File: config.mk
export PLATFORM = sky130hd
export DESIGN_NAME = alu_logic_stage
export DESIGN_NICKNAME = d
export VERILOG_FILES = /design/src/rtl/alu_logic_stage.sv
export SDC_FILE = /design/constraint.sdc
export NUM_CORES = 1
export LEC_CHECK = 0
export CAP_MARGIN = 10
export CORE_UTILIZATION = 43
export DETAILED_ROUTE_END_ITERATION = 8
export GPL_TIMING_DRIVEN = 0
export PLACE_DENSITY_LB_ADDON = 0.2
export SLEW_MARGIN = 0
export SYNTH_ARGS = -nofsm -noshare
export SYNTH_HDL_FRONTEND = slang
export SYNTH_SLANG_ARGS = --single-unit
export TNS_END_PERCENT = 10
File: constraint.sdc
create_clock -name clk -period 12.9 [get_ports clk]
set_clock_uncertainty 0.15 [all_clocks]
set_input_delay 3.225 -clock clk [delete_from_list [all_inputs] [get_ports clk]]
set_output_delay 3.225 -clock clk [all_outputs]
set_load 0.1 [all_outputs]
File: src/rtl/alu_logic_stage.sv
// alu_logic_stage: registered execute stage for the 64-bit logical ALU path.
// Accepted ops are evaluated combinationally. Each result is written into a
// 2-entry FIFO together with its tag, a zero flag and an illegal-op flag.
// Writeback drains the FIFO over its own valid/ready handshake.
module alu_logic_stage #(
  parameter int WIDTH = 64,
  parameter int TAG_W = 5
) (
  input  logic             clk,
  input  logic             rst,
  input  logic             in_valid,
  output logic             in_ready,
  input  logic [2:0]       in_op,
  input  logic [WIDTH-1:0] in_a,
  input  logic [WIDTH-1:0] in_b,
  input  logic [TAG_W-1:0] in_tag,
  output logic             out_valid,
  input  logic             out_ready,
  output logic [WIDTH-1:0] out_result,
  output logic [TAG_W-1:0] out_tag,
  output logic             out_zero,
  output logic             out_illegal
);

  typedef enum logic [2:0] {
    OP_AND  = 3'b000,
    OP_OR   = 3'b001,
    OP_XOR  = 3'b010,
    OP_NOR  = 3'b011,
    OP_XNOR = 3'b100,
    OP_NAND = 3'b101,
    OP_NOT  = 3'b110,
    OP_ILL  = 3'b111
  } op_e;

  logic [WIDTH-1:0] mem_result  [2];
  logic [TAG_W-1:0] mem_tag     [2];
  logic             mem_zero    [2];
  logic             mem_illegal [2];

  logic       head;
  logic       tail;
  logic [1:0] count;

  logic [WIDTH-1:0] calc_result;
  logic             calc_zero;
  logic             calc_illegal;
  logic             push;
  logic             pop;

  // in_ready comes only from the registered count, so a late out_ready
  // never reaches back into the issue stage in the same cycle.
  assign in_ready  = (count != 2'd2);
  assign out_valid = (count != 2'd0);
  assign push      = in_valid & in_ready;
  assign pop       = out_valid & out_ready;

  // Evaluate the logical op for the incoming operands. The illegal opcode
  // yields a zero result, so its zero flag is also set.
  always_comb begin
    calc_result  = '0;
    calc_illegal = 1'b0;
    case (op_e'(in_op))
      OP_AND:  calc_result = in_a & in_b;
      OP_OR:   calc_result = in_a | in_b;
      OP_XOR:  calc_result = in_a ^ in_b;
      OP_NOR:  calc_result = ~(in_a | in_b);
      OP_XNOR: calc_result = ~(in_a ^ in_b);
      OP_NAND: calc_result = ~(in_a & in_b);
      OP_NOT:  calc_result = ~in_a;
      default: calc_illegal = 1'b1;
    endcase
    calc_zero = (calc_result == '0);
  end

  // Entry storage: the tail slot captures the new op on each accepting
  // edge. Reset clears every entry so no stale data can reappear.
  always_ff @(posedge clk or posedge rst) begin
    if (rst) begin
      for (int i = 0; i < 2; i++) begin
        mem_result[i]  <= '0;
        mem_tag[i]     <= '0;
        mem_zero[i]    <= 1'b0;
        mem_illegal[i] <= 1'b0;
      end
    end else if (push) begin
      mem_result[tail]  <= calc_result;
      mem_tag[tail]     <= in_tag;
      mem_zero[tail]    <= calc_zero;
      mem_illegal[tail] <= calc_illegal;
    end
  end

  // Pointer and occupancy bookkeeping. A push and a pop in the same cycle
  // leave the count unchanged while both pointers advance.
  always_ff @(posedge clk or posedge rst) begin
    if (rst) begin
      head  <= 1'b0;
      tail  <= 1'b0;
      count <= 2'd0;
    end else begin
      if (push) tail <= ~tail;
      if (pop)  head <= ~head;
      case ({push, pop})
        2'b10:   count <= count + 2'd1;
        2'b01:   count <= count - 2'd1;
        default: count <= count;
      endcase
    end
  end

  // Present the head entry, forcing all data to zero while the FIFO is empty.
  always_comb begin
    out_result  = '0;
    out_tag     = '0;
    out_zero    = 1'b0;
    out_illegal = 1'b0;
    if (out_valid) begin
      out_result  = mem_result[head];
      out_tag     = mem_tag[head];
      out_zero    = mem_zero[head];
      out_illegal = mem_illegal[head];
    end
  end

endmodule
==> results of run 1 <==
cell families after synthesis:
family,Yosys count,synth area share
AND/OR/NAND/NOR,353,0.125
AO/OA/AOI/OAI,302,0.174
buffers and inverters,244,0.0853
multiplexers,196,0.167
flip-flops,146,0.293
adder cells (fa/ha/maj),129,0.130
XOR/XNOR,37,0.0260
power breakdown:
group	switching (mW)	total [mW]	internal, mW
logic	1.77	2.42	0.648
registers	0.106	0.774	0.668
clock network	0.200	0.506	0.307
worst min-delay path by stage:
stage | slack (ps) | cells after the start | from | to
6_report | 320 | 2 | mem_result[120]$_DFFE_PP0P_ | mem_result[120]$_DFFE_PP0P_
5_1_grt | 340 | 2 | mem_result[91]$_DFFE_PP0P_ | mem_result[91]$_DFFE_PP0P_
4_1_cts | 330 | 2 | mem_result[118]$_DFFE_PP0P_ | mem_result[118]$_DFFE_PP0P_
3_5_place_dp | 310 | 2 | mem_result[111]$_DFFE_PP0P_ | mem_result[111]$_DFFE_PP0P_
3_3_place_gp | 310 | 2 | mem_result[101]$_DFFE_PP0P_ | mem_result[101]$_DFFE_PP0P_
2_1_floorplan | 290 | 2 | mem_tag[5]$_DFFE_PP0P_ | mem_tag[5]$_DFFE_PP0P_
area by class of cell:
class	count	area share
multi-input cells	1017	0.493
flip-flops and latches	146	0.233
repair buffers	213	0.137
plain buffers	109	0.0354
inverters	135	0.0326
well taps	378	0.0301
clock buffers	18	0.0273
clock inverters	14	0.0114
routing by layer:
metal	vias up	share of wire	GRT usage
met5	-	0	0
met4	0	0.033	0.104
met3	79	0.067	0.0288
met2	519	0.45	0.447
met1	5712	0.45	0.400
li1	5410	-	-
through the flow:
stage / hold slack [ps] / std cells
floorplan: 295 / 1407
global placement: 307 / 1997
detailed placement: 311 / 1998
CTS: 327 / 2030
global route: 342 / 2030
finish: 324 / 2030
cell usage in the layout, fill, tap and decap left out, types with 12 or more instances in the layout:
cell type,n
a221o_1,18
o211a_1,23
o221ai_1,16
a22o_1,14
o22ai_1,48
o211ai_1,13
buf_4,18
nand2b_1,12
dfrtp_1,146
nor2_1,97
buf_2,35
a221oi_1,16
mux2i_1,106
inv_1,132
ha_1,129
o21ai_0,84
xor2_1,13
a211oi_1,18
clkbuf_16,17
clkdlybuf4s50_1,212
mux2_2,81
nand2_1,186
clkbuf_1,49
xnor2_1,24
registers in the layout, summed over array words and instances, names as in the netlist:
name,count
tail,1
mem_illegal,2
count,2
head,1
mem_zero,2
mem_result,128
mem_tag,10
worst max-delay path, stage by stage:
cell             delay [ps]
clkdlybuf4s50_1         500
buf_2                   230
buf_2                   290
clkbuf_1                640
nand2b_1                190
o32ai_1                  80
a221oi_1                980
nand4b_1                180
nor4_1                  390
nand4_1                 240
o21ai_1                 180
==> impl_metrics.toml, run 1 <==
[status]
run_status = "completed"

[floorplanning]
initial_utilization = 0.442
row_count = 61
die_h_um = 172
die_x_um = 172
fp.coreArea_um2 = 28200
die-area_um2 = 29700
io-pin-count = 213

[cells_and_area]
seq_area_um2 = 3650
final_util = 0.557
area_growth_pct = 26.0
diodes = 0
nets = 1908
multi_input_area_um2 = 7740
fin_area_um2 = 15700
fillers = 2546
drive_gt1_frac = 0.111

[worst_setup_path]
crit_type = "input pin to flip-flop"
crit_end = "mem_zero[0]$_DFFE_PP0P_"
timing.rr.start = "count[0]$_DFFE_PP0P_"
critPathCaptureType = "flip-flop"
critical_path_peak_fanout = 10
rrSetupSlack_ps = 10380
critPathLaunchType = "input pin"
startpoint = "in_op[2]"
reg2reg_to = "mem_result[22]$_DFFE_PP0P_"
critical_path_arrival_ps = 7150
rr_worst_depth = 5
cp.required_ps = 13090

[power]
worst_ir_drop_vdd_v = 0.000182
p_per_area_nw_per_um2 = 236
p_leak_nw = 7.59
power_mw = 3.70

[timing]
tns_ps = 0
fin_crit_sh = 0.539
fmax_mhz = 144
finalHoldViolCount = 0
grt_setup_unrepaired = "no"
relSlewSlack = 0.128
finalCriticalPeriod_ps = 6950
setup_slack_ps = 5950
slew_viol_final = 0
worst-slew-pin-transition_ps = 1310
finalSetupViolations = 0

[synth]
synthFlopType = "dfrtp_1"
async_flop_share = 1.00
post-synth-top-area-fraction = 0.293
ys_ff_latch = 146
synth_edf_count = 0
synthesis.nets = 1676
netlist_top_cells_area = "dfrtp_1 (29%), ha_1 (13%), mux2i_1 (8.5%)"
netlist_area_um2 = 12500
synth_common_cells = "nand2_1 (186), dfrtp_1 (146), inv_1 (133), ha_1 (129), mux2i_1 (106)"
yosys.cell_count.top_type = "nand2_1"
yosys_warnings = 0
yosys.cell_types.count = 66
synthCells = 1407
synth_top_cell_by_area = "dfrtp_1"
avgSynthCellArea_um2 = 8.86
ys_seq_area_frac = 0.293

[clocking]
cts_tree = "built"
htree_levels = 4
numCtsBuffers = 17
clk_pin_slew_ps = 60
cts_root_buf = "clkbuf_16"
ctsResizeCount = 0
postCtsSetupBuffers = 0
cts.path.max_buffers = 2
cts_sinks = 146
clk_latency_ps = 410
cts_hold_buf = 0

[global_routing]
grt_pass1_vias = 11000
grt_max_degree = 83
grt.total_usage = 0.283
grt_pass1_wl_mm = 63.0
antenna_found_initial = 1
grt-ovfl-total = 0

[placement]
portBuffers = 212
hpwlAfterDp_mm = 32.3
place_worst_setup_slack_ps = 5740
place_congestion = 0.925
dpl_cell_area_um2 = 15100

[routing]
num_vias = 11700
post_drt_via_cell_ratio = 5.77
drc = 0
wirelength_mm = 41.5
drt_first_pass_iters = 5
wl_per_cell_um = 20.4
drtAntennaViolNets = 0
first_iter_violations = 1188

[min_path]
hold_path_class = "flip-flop to flip-flop"

[flow_run]
max_cap_viol_count = 0
(Power assumes the default switching activity.)
==> run 2: changes to the inputs <==
==> constraint.sdc (replaced) <==
create_clock -name clk -period 6.63 [get_ports clk]
set_clock_uncertainty 0.15 [all_clocks]
set_input_delay 1.6575 -clock clk [delete_from_list [all_inputs] [get_ports clk]]
set_output_delay 1.6575 -clock clk [all_outputs]
set_load 0.1 [all_outputs]
==> results of run 2 <==
Same layout as run 1 (identical final DEF). Status: completed.
Main changes from that run: setup slack after placement 5740 ps -> 1040 ps; setup slack after layout 5950 ps -> 1240 ps; register-to-register setup slack 10380 ps -> 4110 ps; total power 3.70 mW -> 7.20 mW; worst IR drop on VDD 0.000182 V -> 0.000355 V
